--- config.mk ---
export PLATFORM = sky130hd
export DESIGN_NAME = hazard_scoreboard
export DESIGN_NICKNAME = d
export VERILOG_FILES = /design/src/rtl/hdu_pkg.sv /design/src/rtl/sb_entry.sv /design/src/rtl/hazard_scoreboard.sv
export SDC_FILE = /design/constraint.sdc
export NUM_CORES = 1
export LEC_CHECK = 0
export ABC_AREA = 1
export CAP_MARGIN = 10
export CORE_ASPECT_RATIO = 1.4
export CORE_MARGIN = 2
export CORE_UTILIZATION = 45
export CTS_CLUSTER_SIZE = 24
export DETAILED_ROUTE_END_ITERATION = 10
export PLACE_DENSITY = 0.79
export SLEW_MARGIN = 25
export SYNTH_ARGS = -nofsm -noshare
export SYNTH_HDL_FRONTEND = slang
export SYNTH_HIERARCHICAL = 1
export SYNTH_SLANG_ARGS = --single-unit
--- constraint.sdc ---
create_clock -name clk -period 1.24 [get_ports clk]
set_clock_uncertainty 0.1 [all_clocks]
set_input_delay 0.124 -clock clk [delete_from_list [all_inputs] [get_ports clk]]
set_output_delay 0.124 -clock clk [all_outputs]
set_load 0.01 [all_outputs]
--- src/rtl/hdu_pkg.sv ---
// Hazard scoreboard shared definitions.
// Holds the default register-address width, the default load and pop
// latencies, and the 4-bit down-counter type used by every scoreboard entry.
package hdu_pkg;

    localparam int unsigned REG_ADDR_W_DEF    = 3;
    localparam int unsigned LOAD_LAT_DEF      = 1;
    localparam int unsigned POP_JMP_EXTRA_DEF = 1;
    localparam int unsigned CNT_W             = 4;

    typedef logic [CNT_W-1:0] cnt_t;

    // Decrement that holds at zero.
    function automatic cnt_t cnt_dec(input cnt_t c);
        return (c == '0) ? '0 : c - cnt_t'(1);
    endfunction

endpackage

--- src/rtl/sb_entry.sv ---
// One scoreboard entry: a forwarding counter and a jump counter for a
// single architectural register.
//   clk, rst_n  : clock, asynchronous active-low reset
//   clr         : clears both counters at the next edge (pipeline flush)
//   issue       : a memory read targeting this register leaves EX
//   issue_pop   : that memory read is a pop (jump counter gets extra cycles)
//   fwd_cnt     : cycles until the value can be forwarded to an ordinary use
//   jmp_cnt     : cycles until the value can be consumed by a register jump
module sb_entry
    import hdu_pkg::*;
#(
    parameter int unsigned LOAD_LAT      = LOAD_LAT_DEF,
    parameter int unsigned POP_JMP_EXTRA = POP_JMP_EXTRA_DEF
) (
    input  logic clk,
    input  logic rst_n,
    input  logic clr,
    input  logic issue,
    input  logic issue_pop,
    output cnt_t fwd_cnt,
    output cnt_t jmp_cnt
);

    localparam cnt_t FWD_INIT     = cnt_t'(LOAD_LAT - 1);
    localparam cnt_t JMP_POP_INIT = cnt_t'(LOAD_LAT - 1 + POP_JMP_EXTRA);

    cnt_t fwd_cnt_q, fwd_cnt_d;
    cnt_t jmp_cnt_q, jmp_cnt_d;

    // A new issue overrides the decrement of an older entry for the same register.
    always_comb begin
        fwd_cnt_d = cnt_dec(fwd_cnt_q);
        jmp_cnt_d = cnt_dec(jmp_cnt_q);
        if (clr) begin
            fwd_cnt_d = '0;
            jmp_cnt_d = '0;
        end else if (issue) begin
            fwd_cnt_d = FWD_INIT;
            jmp_cnt_d = issue_pop ? JMP_POP_INIT : FWD_INIT;
        end
    end

    always_ff @(posedge clk or negedge rst_n) begin
        if (!rst_n) begin
            fwd_cnt_q <= '0;
            jmp_cnt_q <= '0;
        end else begin
            fwd_cnt_q <= fwd_cnt_d;
            jmp_cnt_q <= jmp_cnt_d;
        end
    end

    assign fwd_cnt = fwd_cnt_q;
    assign jmp_cnt = jmp_cnt_q;

endmodule

--- src/rtl/hazard_scoreboard.sv ---
// Load-use / pop-jump hazard detection unit.
// Tracks, per register, how long until an in-flight load or pop result can be
// forwarded (ordinary use) or consumed by a register jump, and stalls decode
// while any used source operand is still pending.
//   clk, rst_n            : clock, asynchronous active-low reset
//   dec_valid/dec_rs/dec_rs_used/dec_jmp : decode-stage operand info
//   ex_valid/ex_mem_read/ex_pop/ex_rd     : execute-stage memory read info
//   flush                 : kills decode and all in-flight loads
//   stall, bubble_sel     : freeze IF/ID and insert a NOP into ID/EX
//   hazard_slot           : per-slot mask of operands causing the stall
//   stall_count           : saturating stall-cycle count
// Optional feature: define HDU_PERF_EN to build the stall_count register;
// otherwise stall_count is constant zero.
module hazard_scoreboard
    import hdu_pkg::*;
#(
    parameter int unsigned REG_ADDR_W    = REG_ADDR_W_DEF,
    parameter int unsigned NUM_SRC       = 2,
    parameter int unsigned LOAD_LAT      = LOAD_LAT_DEF,
    parameter int unsigned POP_JMP_EXTRA = POP_JMP_EXTRA_DEF
) (
    input  logic                          clk,
    input  logic                          rst_n,
    input  logic                          dec_valid,
    input  logic [NUM_SRC*REG_ADDR_W-1:0] dec_rs,
    input  logic [NUM_SRC-1:0]            dec_rs_used,
    input  logic                          dec_jmp,
    input  logic                          ex_valid,
    input  logic                          ex_mem_read,
    input  logic                          ex_pop,
    input  logic [REG_ADDR_W-1:0]         ex_rd,
    input  logic                          flush,
    output logic                          stall,
    output logic                          bubble_sel,
    output logic [NUM_SRC-1:0]            hazard_slot,
    output logic [15:0]                   stall_count
);

    localparam int unsigned NUM_REGS = 2 ** REG_ADDR_W;

    cnt_t fwd_cnt [NUM_REGS];
    cnt_t jmp_cnt [NUM_REGS];

    logic               issue;
    logic [NUM_SRC-1:0] haz_raw;
    logic               dec_qual;

    assign issue = ex_valid & ex_mem_read & ~flush;

    for (genvar r = 0; r < NUM_REGS; r++) begin : g_entry
        sb_entry #(
            .LOAD_LAT      (LOAD_LAT),
            .POP_JMP_EXTRA (POP_JMP_EXTRA)
        ) u_entry (
            .clk       (clk),
            .rst_n     (rst_n),
            .clr       (flush),
            .issue     (issue && (ex_rd == REG_ADDR_W'(r))),
            .issue_pop (ex_pop),
            .fwd_cnt   (fwd_cnt[r]),
            .jmp_cnt   (jmp_cnt[r])
        );
    end

    // The load leaving EX this cycle is not yet in any counter, so it is
    // matched directly against the decode operands.
    always_comb begin
        logic [REG_ADDR_W-1:0] rs;
        haz_raw = '0;
        rs      = '0;
        for (int unsigned i = 0; i < NUM_SRC; i++) begin
            rs         = dec_rs[i*REG_ADDR_W +: REG_ADDR_W];
            haz_raw[i] = dec_rs_used[i] &
                         ((issue & (ex_rd == rs)) | (fwd_cnt[rs] != '0));
        end
        rs = dec_rs[REG_ADDR_W-1:0];
        if (dec_jmp && ((issue && (ex_rd == rs)) || (jmp_cnt[rs] != '0))) begin
            haz_raw[0] = 1'b1;
        end
    end

    // rst_n is included so the outputs drop immediately on reset, even while
    // a load in EX would otherwise match combinationally.
    assign dec_qual    = dec_valid & ~flush & rst_n;
    assign hazard_slot = dec_qual ? haz_raw : '0;
    assign stall       = |hazard_slot;
    assign bubble_sel  = stall;

`ifdef HDU_PERF_EN
    logic [15:0] stall_count_q, stall_count_d;

    always_comb begin
        stall_count_d = stall_count_q;
        if (stall && (stall_count_q != '1)) begin
            stall_count_d = stall_count_q + 16'd1;
        end
    end

    always_ff @(posedge clk or negedge rst_n) begin
        if (!rst_n) begin
            stall_count_q <= '0;
        end else begin
            stall_count_q <= stall_count_d;
        end
    end

    assign stall_count = stall_count_q;
`else
    assign stall_count = '0;
`endif

endmodule

==> impl_results.html <==
<table>
<tr><th>Metric</th><th>Value</th></tr>
<tr><th colspan="2">Run status</th></tr>
<tr><td>Run status</td><td>finished, violations left</td></tr>
<tr><td>Violated checks</td><td>hold timing, setup timing</td></tr>
<tr><th colspan="2">Placed design</th></tr>
<tr><td>Cell Count Post-Placement</td><td>736</td></tr>
<tr><td>Gp weighted congestion</td><td>0.9321</td></tr>
<tr><td>Count of port buffers added during placement</td><td>22</td></tr>
<tr><td>Place WS</td><td>-1.018 ns</td></tr>
<tr><td>Post-detail-place hpwl</td><td>7.256 mm</td></tr>
<tr><th colspan="2">Routing</th></tr>
<tr><td>Total routed wirelength</td><td>11.07 mm</td></tr>
<tr><td>Number of remaining DRC errors</td><td>0</td></tr>
<tr><td>Average detailed-routed wire length per instance</td><td>14.53 um</td></tr>
<tr><td>Router iterations before antenna repair</td><td>4</td></tr>
<tr><td>Via density</td><td>5.059</td></tr>
<tr><td>Vias</td><td>3,855</td></tr>
<tr><td>Number of DRC markers in iteration 0</td><td>223</td></tr>
<tr><td>Antenna-violating nets left</td><td>0</td></tr>
<tr><th colspan="2">Clock network</th></tr>
<tr><td>Clock H-tree levels</td><td>3</td></tr>
<tr><td>Hold bufs inserted after CTS</td><td>0</td></tr>
<tr><td>Clock buffer count from CTS</td><td>9</td></tr>
<tr><td>Clock Root Buffer</td><td>sky130_fd_sc_hd__clkbuf_16</td></tr>
<tr><td>Clock slew at reported path FFs</td><td>0.05 ns</td></tr>
<tr><td>TritonCTS clock tree</td><td>done</td></tr>
<tr><td>Clock insertion delay at the later pin of the skew report</td><td>0.34 ns</td></tr>
<tr><td>TritonCTS sink count</td><td>64</td></tr>
<tr><td>Maximum buffer depth of the clock tree</td><td>2</td></tr>
<tr><th colspan="2">Yosys</th></tr>
<tr><td>Adder and majority gate portion of the synthesized area</td><td>9.834%</td></tr>
<tr><td>Synthesized-area fraction occupied by ao, oa, aoi and oai cells</td><td>2.090%</td></tr>
<tr><td>Syn. warnings</td><td>6</td></tr>
<tr><td>Post-synthesis instance total</td><td>534</td></tr>
<tr><td>Synthesized flop and latch total</td><td>64</td></tr>
<tr><td>Synth Area per Inst</td><td>7.624 um2</td></tr>
<tr><td>Multiplexer share of the synthesized area</td><td>0%</td></tr>
<tr><td>Post-synthesis cell type count</td><td>19</td></tr>
<tr><td>Seq/Total Area, Yosys</td><td>39.34%</td></tr>
<tr><td>Summed instance area of the synthesized netlist</td><td>0.004071 mm2</td></tr>
<tr><td>Main combinational cell family by area after synthesis</td><td>simple AND/OR/NAND/NOR gates</td></tr>
<tr><td>Post-synthesis simple-gate area fraction</td><td>33.68%</td></tr>
<tr><td>Synth Area in XOR/XNOR</td><td>4.518%</td></tr>
<tr><th colspan="2">Power</th></tr>
<tr><td>Max rail drop VDD</td><td>1.095 mV</td></tr>
<tr><td>Pwr Density</td><td>1812 mW/mm2</td></tr>
<tr><td>Total power</td><td>10,640 uW</td></tr>
<tr><td>Pleak</td><td>0.003025 uW</td></tr>
<tr><th colspan="2">Critical path</th></tr>
<tr><td>Worst Setup Path Type</td><td>reg -&gt; out</td></tr>
<tr><td>Worst path cell trace</td><td>nor2_4, nand3_1, nand3_1, a21oi_1, nand3b_1, nand2_2, buf_6, nand2_4, buf_6</td></tr>
<tr><td>Critical-path top delay cell</td><td>sky130_fd_sc_hd__dfrtp_1</td></tr>
<tr><td>Number of buffers and inverters on the critical path</td><td>2</td></tr>
<tr><td>Type of origin of the critical path</td><td>register</td></tr>
<tr><td>Largest delay contributor family on the critical path</td><td>simple AND/OR/NAND/NOR gates</td></tr>
<tr><td>CP arrival</td><td>1.76 ns</td></tr>
<tr><td>Largest driver fanout on the critical path</td><td>2</td></tr>
<tr><td>Worst Setup End Kind</td><td>output port</td></tr>
<tr><td>Worst path max stage delay</td><td>0.42 ns</td></tr>
<tr><td>Required time of the worst setup path</td><td>1.02 ns</td></tr>
<tr><th colspan="2">Cells and area</th></tr>
<tr><td>Layout-stage area growth over the synthesis result</td><td>44.25%</td></tr>
<tr><td>Fraction of layout cells with a size suffix above 1</td><td>38.47%</td></tr>
<tr><td>Fillers</td><td>642</td></tr>
<tr><td>Final nets</td><td>701</td></tr>
<tr><td>Cell Count, Final, Fillers Out</td><td>762</td></tr>
<tr><td>Count of inserted antenna diode cells</td><td>0</td></tr>
<tr><th colspan="2">GRT</th></tr>
<tr><td>GR Overflow Total</td><td>0</td></tr>
<tr><td>Global-route usage over all layers</td><td>21.83%</td></tr>
<tr><td>Number of antenna violations at the first check in global routing</td><td>0</td></tr>
<tr><td>Global-route wire length before repair</td><td>16.70 mm</td></tr>
<tr><td>Maximum number of pins on one net before global-route repair</td><td>65</td></tr>
<tr><td>Vias in the first global route</td><td>3,840</td></tr>
<tr><th colspan="2">Floorplanning</th></tr>
<tr><td>Chip Height</td><td>116.5 um</td></tr>
<tr><td>Top Ports</td><td>39</td></tr>
<tr><td>Initial cell density of the core</td><td>45.61%</td></tr>
<tr><td>Core Footprint</td><td>0.008926 mm2</td></tr>
<tr><td>Die width</td><td>84.39 um</td></tr>
<tr><td>Full die area</td><td>0.009835 mm2</td></tr>
<tr><td>Number of placement rows</td><td>41</td></tr>
<tr><th colspan="2">Worst hold path</th></tr>
<tr><td>Hold/Removal Path Class</td><td>in -&gt; async</td></tr>
<tr><th colspan="2">Timing</th></tr>
<tr><td>Final setup vio count</td><td>9</td></tr>
<tr><td>Final period util</td><td>160.0%</td></tr>
<tr><td>Minimum hold slack</td><td>-0.04177 ns</td></tr>
<tr><td>Hold violation count in the final report</td><td>50</td></tr>
<tr><td>Min cycle time layout</td><td>1.984 ns</td></tr>
<tr><td>RSZ-0062 raised after global routing</td><td>true</td></tr>
<tr><td>Pins Over Slew Limit</td><td>0</td></tr>
<tr><td>Worst-Margin Slew</td><td>0.8221 ns</td></tr>
<tr><td>Fmax</td><td>0.5041 GHz</td></tr>
<tr><td>Least setup slack across all paths after layout</td><td>-0.7435 ns</td></tr>
<tr><td>Worst relative slew slack</td><td>45.19%</td></tr>
<tr><th colspan="2">Job</th></tr>
<tr><td>Number of maximum-capacitance violations</td><td>0</td></tr>
</table>
flip-flops by register name, summed over array words and instances (netlist names):
signal / cells
g_entry.u_entry/jmp_cnt: 32
g_entry.u_entry/fwd_cnt: 32
final cells by class:
cell class / instances / area (um2) / share of cell area [%]
tap: 107 / 133.9 / 2.280
multi-input combinational: 392 / 2586 / 44.03
clock buffer: 13 / 260.3 / 4.431
inverter: 75 / 329.1 / 5.603
clock inverter: 3 / 40.04 / 0.6817
sequential: 64 / 1602 / 27.27
timing repair buffer: 108 / 922.1 / 15.70
worst reg2reg max path: stages, from the launching register on:
cell                      delay [ns]
sky130_fd_sc_hd__dfrtp_1        0.41
sky130_fd_sc_hd__buf_6          0.12
sky130_fd_sc_hd__inv_2          0.04
sky130_fd_sc_hd__ha_2           0.18
sky130_fd_sc_hd__xnor2_1        0.22
sky130_fd_sc_hd__nor2_1         0.10
cells by family after synthesis:
family | count (synthesis)
other | 1
flip-flops | 64
adder cells (fa/ha/maj) | 32
buffers and inverters | 93
AND/OR/NAND/NOR | 306
XOR/XNOR | 21
AO/OA/AOI/OAI | 17
stage by stage:
stage                     cell area, um2  util [%]  setup TNS (ns)
final                               5873     65.80          -2.951
after global routing                5873     65.80          -3.938
after detailed placement            4936     55.30          -30.10
after CTS                           5376     60.23          -2.867
after floorplan                     4134         -         -0.2744
after global placement              4936     55.30          -26.64
worst paths after layout:
check / cells after the start / slack [ns] / startpoint / to
max in group asynchronous: 2 / 0.53 / rst_n / g_entry[3].u_entry/fwd_cnt[2]
worst max register to register: 5 / -0.06 / g_entry[1].u_entry/fwd_cnt[1] / g_entry[1].u_entry/fwd_cnt[2]
worst max-delay path: 9 / -0.74 / g_entry[0].u_entry/fwd_cnt[0] / stall
worst min register to register: 2 / 0.43 / g_entry[6].u_entry/fwd_cnt[0] / g_entry[6].u_entry/fwd_cnt[0]
worst min-delay path: 2 / -0.04 / rst_n / g_entry[4].u_entry/fwd_cnt[2]
min in group clk: 6 / 0.42 / ex_rd[0] / g_entry[3].u_entry/jmp_cnt[0]
synth_stat cells:
cell type | count | area (um2)
sky130_fd_sc_hd__o21ai_0 | 8 | 40.04
sky130_fd_sc_hd__xnor2_1 | 21 | 183.9
sky130_fd_sc_hd__conb_1 | 1 | 3.750
sky130_fd_sc_hd__inv_1 | 53 | 198.9
sky130_fd_sc_hd__inv_2 | 21 | 78.83
sky130_fd_sc_hd__dfrtp_1 | 64 | 1602
sky130_fd_sc_hd__nand3_2 | 16 | 160.2
sky130_fd_sc_hd__nand4_1 | 2 | 12.51
sky130_fd_sc_hd__nand2_1 | 106 | 397.9
sky130_fd_sc_hd__nor2_2 | 12 | 75.07
sky130_fd_sc_hd__inv_6 | 1 | 8.760
sky130_fd_sc_hd__buf_6 | 1 | 11.26
sky130_fd_sc_hd__a21oi_1 | 9 | 45.04
sky130_fd_sc_hd__nand3b_1 | 8 | 60.06
sky130_fd_sc_hd__ha_1 | 32 | 400.4
sky130_fd_sc_hd__buf_4 | 17 | 127.6
sky130_fd_sc_hd__nand3_1 | 43 | 215.2
sky130_fd_sc_hd__nor2_1 | 118 | 442.9
sky130_fd_sc_hd__nor3b_1 | 1 | 7.510
power breakdown:
part	total [uW]	internal, uW	switching [uW]	leakage [uW]
Sequential	2890	2580	303	0.000871
Combinational	5220	2380	2840	0.00200
Clock	2540	1660	887	0.000150
Total	10600	6620	4030	0.00302
routing by layer:
layer	vias to the layer above	wire, um	GRT usage, %
met5	-	0	0
met4	0	692	14.07
met3	50	492	3.958
met2	124	6000	41.38
met1	1824	3885	21.82
li1	1857	-	-
timing repair:
action	CTS	global route
endpoints found under the setup margin	68	63
cloned	0	0
setup buffers	4	10
gates resized for setup	69	123
pin swaps	14	23
cells in the final DEF (no fill, tap or decap), types with 9 or more instances in the layout:
master and count:
sky130_fd_sc_hd__a21oi_1 9, sky130_fd_sc_hd__buf_4 73, sky130_fd_sc_hd__buf_6 14, sky130_fd_sc_hd__clkbuf_16 9, sky130_fd_sc_hd__clkdlybuf4s50_1 11, sky130_fd_sc_hd__conb_1 16, sky130_fd_sc_hd__dfrtp_1 64, sky130_fd_sc_hd__ha_1 15
sky130_fd_sc_hd__ha_4 9, sky130_fd_sc_hd__inv_1 39, sky130_fd_sc_hd__inv_2 24, sky130_fd_sc_hd__nand2_1 84, sky130_fd_sc_hd__nand2_2 16, sky130_fd_sc_hd__nand3_1 42, sky130_fd_sc_hd__nand3_4 10, sky130_fd_sc_hd__nor2_1 82
sky130_fd_sc_hd__nor2_2 36, sky130_fd_sc_hd__nor2_4 12, sky130_fd_sc_hd__xnor2_1 18
(Power assumes the default switching activity.)
